==> src/rtl/sgm_pkg.sv <==
// Shared constants and types for the SGM disparity post-processing blocks.
package sgm_pkg;

  localparam int unsigned PX_WIDTH_DEFAULT = 8;
  localparam int unsigned MEDIAN_LAT       = 5;

  typedef logic [PX_WIDTH_DEFAULT-1:0] pixel_t;

endpackage

==> src/rtl/sort3.sv <==
// Registered three-input sorter: lo <= min, mid <= median, hi <= max.
module sort3 import sgm_pkg::*; #(
  parameter int unsigned W = PX_WIDTH_DEFAULT
) (
  input  logic         clk,
  input  logic         rst,
  input  logic [W-1:0] a,
  input  logic [W-1:0] b,
  input  logic [W-1:0] c,
  output logic [W-1:0] lo,
  output logic [W-1:0] mid,
  output logic [W-1:0] hi
);

  logic [W-1:0] s0, s1, s2, t;

  // Three compare-exchange steps order the inputs ascending.
  always_comb begin
    t  = '0;
    s0 = a;
    s1 = b;
    s2 = c;
    if (s0 > s1) begin t = s0; s0 = s1; s1 = t; end
    if (s1 > s2) begin t = s1; s1 = s2; s2 = t; end
    if (s0 > s1) begin t = s0; s0 = s1; s1 = t; end
  end

  // Register the sorted triple.
  always_ff @(posedge clk or posedge rst) begin
    if (rst) begin
      lo  <= '0;
      mid <= '0;
      hi  <= '0;
    end else begin
      lo  <= s0;
      mid <= s1;
      hi  <= s2;
    end
  end

endmodule

==> src/rtl/disparity_median.sv <==
// 3x3 median filter on the disparity stream; window centre is one row up and
// one column left of the newest pixel, fixed 5-cycle latency.
module disparity_median import sgm_pkg::*; #(
  parameter int unsigned IMG_W    = 200,
  parameter int unsigned PX_WIDTH = PX_WIDTH_DEFAULT
) (
  input  logic                clk,
  input  logic                rst,
  input  logic                de_in,
  input  logic                h_sync_in,
  input  logic                v_sync_in,
  input  logic [PX_WIDTH-1:0] pixel_in,
  output logic                clk_out,
  output logic                de_out,
  output logic                h_sync_out,
  output logic                v_sync_out,
  output logic [PX_WIDTH-1:0] pixel_out
);

  localparam int unsigned CW = (IMG_W > 1) ? $clog2(IMG_W) : 1;
  localparam logic [CW-1:0] COL_LAST = CW'(IMG_W - 1);

  logic [MEDIAN_LAT-1:0] de_sr, hs_sr, vs_sr;
  logic armed, de_eff, de_prev, vs_prev, de_fall, vs_rise;
  logic [CW-1:0] col;
  logic over;
  logic [1:0] row;

  logic [PX_WIDTH-1:0] line0 [0:IMG_W-1];
  logic [PX_WIDTH-1:0] line1 [0:IMG_W-1];
  logic [PX_WIDTH-1:0] rd0, rd1;

  logic s1_valid, s1_over, s1_byp;
  logic [PX_WIDTH-1:0] s1_px;

  logic [PX_WIDTH-1:0] w_top [3];
  logic [PX_WIDTH-1:0] w_mid [3];
  logic [PX_WIDTH-1:0] w_bot [3];
  logic byp2, byp3, byp4;
  logic [PX_WIDTH-1:0] ctr3, ctr4;

  logic [PX_WIDTH-1:0] c_lo [3];
  logic [PX_WIDTH-1:0] c_md [3];
  logic [PX_WIDTH-1:0] c_hi [3];
  logic [PX_WIDTH-1:0] max_lo, med_md, min_hi;
  logic [PX_WIDTH-1:0] mins_unused_lo, mins_unused_md;
  logic [PX_WIDTH-1:0] meds_unused_lo, meds_unused_hi;
  logic [PX_WIDTH-1:0] maxs_unused_md, maxs_unused_hi;
  logic [PX_WIDTH-1:0] lo_ab, hi_ab, hi_abc, med9;

  assign clk_out = clk;

  // A line cut by reset is ignored until de_in has been seen low once.
  assign de_eff  = de_in & armed;
  assign de_fall = de_prev & ~de_eff;
  assign vs_rise = v_sync_in & ~vs_prev;

  // Sync delay lines matching the pixel pipeline depth.
  always_ff @(posedge clk or posedge rst) begin
    if (rst) begin
      de_sr <= '0;
      hs_sr <= '0;
      vs_sr <= '0;
    end else begin
      de_sr <= {de_sr[MEDIAN_LAT-2:0], de_in};
      hs_sr <= {hs_sr[MEDIAN_LAT-2:0], h_sync_in};
      vs_sr <= {vs_sr[MEDIAN_LAT-2:0], v_sync_in};
    end
  end

  assign de_out     = de_sr[MEDIAN_LAT-1];
  assign h_sync_out = hs_sr[MEDIAN_LAT-1];
  assign v_sync_out = vs_sr[MEDIAN_LAT-1];

  // Column/row tracking; col saturates and 'over' marks pixels beyond IMG_W.
  always_ff @(posedge clk or posedge rst) begin
    if (rst) begin
      armed   <= 1'b0;
      de_prev <= 1'b0;
      vs_prev <= 1'b0;
      col     <= '0;
      over    <= 1'b0;
      row     <= '0;
    end else begin
      if (!de_in) armed <= 1'b1;
      de_prev <= de_eff;
      vs_prev <= v_sync_in;
      if (de_eff) begin
        if (col == COL_LAST) over <= 1'b1;
        else                 col  <= col + CW'(1);
      end else if (de_fall) begin
        col  <= '0;
        over <= 1'b0;
      end
      if (vs_rise)                      row <= '0;
      else if (de_fall && row != 2'd2)  row <= row + 2'd1;
    end
  end

  // Two line buffers, read-before-write: line0 ages into line1 at the same address.
  always_ff @(posedge clk) begin
    rd0 <= line0[col];
    rd1 <= line1[col];
    if (de_eff && !over) begin
      line0[col] <= pixel_in;
      line1[col] <= line0[col];
    end
  end

  // Stage 1: newest pixel and its border/overflow status.
  always_ff @(posedge clk or posedge rst) begin
    if (rst) begin
      s1_valid <= 1'b0;
      s1_over  <= 1'b0;
      s1_byp   <= 1'b0;
      s1_px    <= '0;
    end else begin
      s1_valid <= de_eff;
      s1_over  <= over;
      s1_byp   <= (row < 2'd2) || (col < CW'(2)) || over;
      s1_px    <= pixel_in;
    end
  end

  // Stage 2: 3x3 window shifts once per valid pixel; overflow pixels carry
  // their own value as the whole column since nothing is buffered above them.
  always_ff @(posedge clk or posedge rst) begin
    if (rst) begin
      w_top <= '{default: '0};
      w_mid <= '{default: '0};
      w_bot <= '{default: '0};
      byp2  <= 1'b0;
    end else begin
      byp2 <= s1_byp;
      if (s1_valid) begin
        w_top[2] <= w_top[1];
        w_mid[2] <= w_mid[1];
        w_bot[2] <= w_bot[1];
        w_top[1] <= w_top[0];
        w_mid[1] <= w_mid[0];
        w_bot[1] <= w_bot[0];
        w_top[0] <= s1_over ? s1_px : rd1;
        w_mid[0] <= s1_over ? s1_px : rd0;
        w_bot[0] <= s1_px;
      end
    end
  end

  // Stage 3: sort each window column.
  for (genvar i = 0; i < 3; i++) begin : g_col_sort
    sort3 #(.W(PX_WIDTH)) u_sort (
      .clk(clk), .rst(rst),
      .a(w_top[i]), .b(w_mid[i]), .c(w_bot[i]),
      .lo(c_lo[i]), .mid(c_md[i]), .hi(c_hi[i])
    );
  end

  // Stage 4: max of mins, median of medians, min of maxes.
  sort3 #(.W(PX_WIDTH)) u_mins (
    .clk(clk), .rst(rst), .a(c_lo[0]), .b(c_lo[1]), .c(c_lo[2]),
    .lo(mins_unused_lo), .mid(mins_unused_md), .hi(max_lo)
  );
  sort3 #(.W(PX_WIDTH)) u_meds (
    .clk(clk), .rst(rst), .a(c_md[0]), .b(c_md[1]), .c(c_md[2]),
    .lo(meds_unused_lo), .mid(med_md), .hi(meds_unused_hi)
  );
  sort3 #(.W(PX_WIDTH)) u_maxs (
    .clk(clk), .rst(rst), .a(c_hi[0]), .b(c_hi[1]), .c(c_hi[2]),
    .lo(min_hi), .mid(maxs_unused_md), .hi(maxs_unused_hi)
  );

  // Centre value and bypass flag travel alongside the sort stages.
  always_ff @(posedge clk or posedge rst) begin
    if (rst) begin
      byp3 <= 1'b0;
      byp4 <= 1'b0;
      ctr3 <= '0;
      ctr4 <= '0;
    end else begin
      byp3 <= byp2;
      byp4 <= byp3;
      ctr3 <= w_mid[1];
      ctr4 <= ctr3;
    end
  end

  // Median of the three stage-4 candidates.
  always_comb begin
    lo_ab  = (max_lo < med_md) ? max_lo : med_md;
    hi_ab  = (max_lo < med_md) ? med_md : max_lo;
    hi_abc = (hi_ab < min_hi) ? hi_ab : min_hi;
    med9   = (lo_ab > hi_abc) ? lo_ab : hi_abc;
  end

  // Stage 5: select filtered or centre value, blank outside active video.
  always_ff @(posedge clk or posedge rst) begin
    if (rst) begin
      pixel_out <= '0;
    end else if (!de_sr[MEDIAN_LAT-2]) begin
      pixel_out <= '0;
    end else begin
      pixel_out <= byp4 ? ctr4 : med9;
    end
  end

endmodule

==> config.mk <==
export PLATFORM = sky130hd
export DESIGN_NAME = disparity_median
export DESIGN_NICKNAME = d
export VERILOG_FILES = /design/src/rtl/sgm_pkg.sv /design/src/rtl/sort3.sv /design/src/rtl/disparity_median.sv
export SDC_FILE = /design/constraint.sdc
export NUM_CORES = 2
export LEC_CHECK = 0
export ABC_AREA = 1
export CORE_UTILIZATION = 41
export CTS_CLUSTER_DIAMETER = 30
export DETAILED_ROUTE_END_ITERATION = 10
export HOLD_SLACK_MARGIN = 0.15
export SKIP_LAST_GASP = 1
export SYNTH_ARGS = -nofsm -noshare
export SYNTH_HDL_FRONTEND = slang
export SYNTH_SLANG_ARGS = --single-unit
==> constraint.sdc <==
create_clock -name clk -period 10.95 [get_ports clk]
set_clock_uncertainty 0.15 [all_clocks]
set_input_delay 1.095 -clock clk [delete_from_list [all_inputs] [get_ports clk]]
set_output_delay 1.095 -clock clk [all_outputs]
set_load 0.05 [all_outputs]
# Word-level counts from Yosys, hierarchy flattened
# Memories as Yosys holds them, arrays and structs flattened. A register that Yosys moved wholly into a read port is not among the register bits.
# Cells that the tools add are included.
# Widths: inputs -> output; s select.
# totals
regBits	242
ram_bits	3200
in_bits	13
out_inout_bits	12
elab_cells	130
n_memories	2
# classes
addsub	2
magnitude_cmp	22
eq_ne	4
muxes	46
bitwise	5
n_reduce_logical	9
# memory_table
name	depth	word_bits	read_ports	rd_ports_with_merged_regs	wr	line	text
line0	200	8	1	0	1	disparity_median.sv:29	logic [PX_WIDTH-1:0] line0 [0:IMG_W-1];
line1	200	8	1	1	1	disparity_median.sv:30	logic [PX_WIDTH-1:0] line1 [0:IMG_W-1];
# ops
operator	n
$mux 8	39
$gt 8x8->1	18
$lt 8x8->1	2
$add 8x1->8 const B	1
$eq 8x8->1 const B	1
$lt 8x2->1 const B	1
$mux 1	5
$mux 2	2
$ne 2x2->1 const B	2
$reduce_and 2->1	2
$reduce_bool 2->1	2
$and 1x1->1	3
$add 2x1->2 const B	1
$logic_and 1x1->1	2
$logic_or 1x1->1	2
$lt 2x2->1 const B	1
$ne 2x1->1 const B	1
$not 1->1	2
$logic_not 1->1	1

# Depth between registers and ports, before layout
# logic_depth
word_depth	8
depth_mapped	34
ltp_nobuf	31

# By module
# A second synthesis with hierarchy kept.
# unflattened
cells_unflattened	11411
hier_area_um2	142516.7
# modules_own_cells
mod	instances	cells_per_inst	area_per_inst_um2	seq_area_each_um2
disparity_median	1	9869	130797.9	99840.8
sort3	6	257	1953.1	600.6

==> metrics <==
outcome=completed; RSZ-0062 raised after global routing=no; top-area cell type share of the netlist area=0.694; Gate power share=0.263; clk_lat worst skew=about 1.2 ns; area delta synth->final=20.1%; main combinational cell family by area after synthesis=compound AO/OA/AOI/OAI gates; Main synth FF type=edfxtp_1; Worst Tran Pin Value=roughly 1.4 ns; post-cts gate resize count=0; hold buffers post-CTS=0; register area=0.102 mm2; P_leak=~57 nW; final max-slew violation count=0; sequential area share after synthesis=0.739; Synth warnings=0; fraction of layout instances using a drive strength above 1=0.121; post-synth top area cell=edfxtp_1; initial core utilization=0.414; r2r worst-path depth=13; unique cell type count in the Yosys netlist=53; post-synthesis adder-cell area fraction=0.0147; Total Nets Final=roughly 11,000; WP data arrival=6.41 ns; worst hold path class=flip-flop to flip-flop; Sw Ratio=0.336; share of flip-flops with an asynchronous set or reset=0.0676; Simple-Gate Fraction of Synth Area=0.0893; final worst slack=roughly 3.3 ns; Pre-Repair DR Iteration Count=6; DR WL/cell=26.2 um; max cap viols=0; CTS tree=built; Top Ports=25; Crit path required time=a little under 10 ns; largest net degree at the start of global routing=178; gp weighted congestion=0.915; Synth Area in Compound Gates=0.126; Buffers on Ports=24; Fin. Hold Viols=0; DIE WIDTH=583 um; clock-pin transition on the worst setup and hold timing paths=0.05 ns; Hold Crit Depth=0; Worst Hold Endpoint=de_sr[1]; detailed-route via count=~95,000; Worst slew margin=0.0462; Final Util=0.496; DIE HEIGHT=between 500 and 600 um; top-count cell post-synth=edfxtp_1; clock network power share=0.402; final setup violation count=0; global route overflow=0; Setup TNS=0 ns; die area=between 0.3 and 0.4 mm2; vias in the first global route=between 90,000 and 100k; pre-CTS setup slack=around 3.6 ns; Synth top cells by count=edfxtp_1 (3,200), nor2_1 (1,984), o21ai_0 (1,769), nand2_1 (1,078), o22ai_1 (729); first-pass GRT wire length=a little over 600,000 um; # DRC=0; startpoint types=clock port; Worst R2R End=line1[32][0]; multiplexer share of the synthesized area=0.00211; dpl hpwl=about 240,000 um; Internal=roughly 0.033 W; fillers=28,400; Reg-to-Reg Start=col[0]; EDFF count, synth=~3,200; Vias/cell=5.80; Post-CTS Setup Inserts=0; Routed WL=between 400,000 and 500,000 um; crit end category=output pin; initial antenna violation count=19; num rows=about 210; Detailed Route Iter0 Violations=12,000; Power Density=298 mW/mm2; Synth Instances=11,000; total core area=~0.33 mm2; CP max FO=2; antenna-violating nets left=0; flop2flop setup slack=4.12 ns; ranking of synthesized cells by area=edfxtp_1 (69%), o21ai_0 (6.4%), nor2_1 (5.4%); kind of critical path=clock port to output pin; Worst VDD drop=between 300 and 400 uV; XOR/XNOR Fraction of Synth Area=0.0000633; P_sw=0.0166 W; hold path start=de_sr[0]; Total GRT Usage=0.245; Mean Syn Cell Area=between 10 and 15 um2; Reg power frac=0.335; Synth Register Bits=3,449; Multi-input gate area=around 0.032 mm2; synthesized net count=between 10,000 and 15,000; mapped cell area=~0.14 mm2
## critical path, stage by stage
cell,delay (ns)
clkbuf_16,0.12
clkbuf_16,0.13
clkdlybuf4s50_1,0.69
## per-layer routing
metal	global-route usage	up-vias	wire [um]
li1	-	41100	-
met1	0.338	47500	171000
met2	0.380	4947	194000
met3	0.0472	915	42800
met4	0.107	2	18700
met5	0	-	7
## layout by cell type (no fill, tap or decap), types with 19 or more instances in the layout
master	n
edfxtp_1	3200
nor2_1	1961
o21ai_0	1769
nand2_1	1074
o22ai_1	729
clkbuf_16	635
buf_4	344
inv_1	251
dfrtp_1	230
a21oi_1	206
o21ai_1	195
ha_1	163
bufinv_16	103
clkinv_2	94
clkinv_1	73
clkbuf_1	72
nand4_1	68
a22o_1	59
clkinvlp_4	53
inv_6	53
nand3_1	52
a41oi_1	50
clkinv_4	29
mux2i_1	28
o211ai_1	26
a31oi_1	26
buf_12	22
nor2_2	20
o221ai_1	19
## power groups by stage
stage | logic (W) | clock network [W] | registers (W)
after detailed placement | 0.0128 | 0.0000211 | 0.0168
after global placement | 0.0125 | 0.0000211 | 0.0168
after floorplan | 0.00826 | 0.0000197 | 0.0172
final | 0.0130 | 0.0199 | 0.0166
after global routing | 0.0144 | 0.0206 | 0.0166
after CTS | 0.0129 | 0.0200 | 0.0166
## worst max-delay path by stage
stage            from          end  slack [ns]
4_1_cts           clk      clk_out        3.29
5_1_grt           clk      clk_out        3.28
3_3_place_gp      clk      clk_out        3.56
6_report          clk      clk_out        3.29
2_1_floorplan  col[1]  line1[0][0]        2.67
3_5_place_dp      clk      clk_out        3.56
## state kept, by name, indices dropped and copies added (netlist names), 24 cells and up
signal	count
w_mid	24
w_bot	24
g_col_sort.u_sort.mid	24
g_col_sort.u_sort.hi	24
line1	1600
line0	1600
w_top	24
g_col_sort.u_sort.lo	24
## metrics by stage
| step | power, W | instances | hold WS, ns | cell area (um2) |
|---|---|---|---|---|
| 2_1_floorplan | 0.0255 | 11000 | 0.181 | 138000 |
| 3_3_place_gp | 0.0293 | 15100 | 0.182 | 144000 |
| 3_5_place_dp | 0.0297 | 15100 | 0.186 | 144000 |
| 4_1_cts | 0.0495 | 16300 | 0.196 | 166000 |
| 5_1_grt | 0.0516 | 16300 | 0.206 | 166000 |
| 6_report | 0.0495 | 16300 | 0.193 | 166000 |
## kinds of logic after synthesis
group,Yosys count
AO/OA/AOI/OAI,3137
multiplexers,29
adder cells (fa/ha/maj),163
XOR/XNOR,1
buffers and inverters,988
flip-flops,3449
AND/OR/NAND/NOR,3212
## cell type report
class | count | share of cell area
clock buffers | 716 | 0.0980
clock inverters | 430 | 0.0332
multi-input cells | 6542 | 0.194
diodes | 8 | 0.000120
well taps | 4494 | 0.0338
repair buffers | 389 | 0.0197
inverters | 264 | 0.00614
flip-flops and latches | 3449 | 0.615
Note: power is estimated with default switching activity, not from simulation.
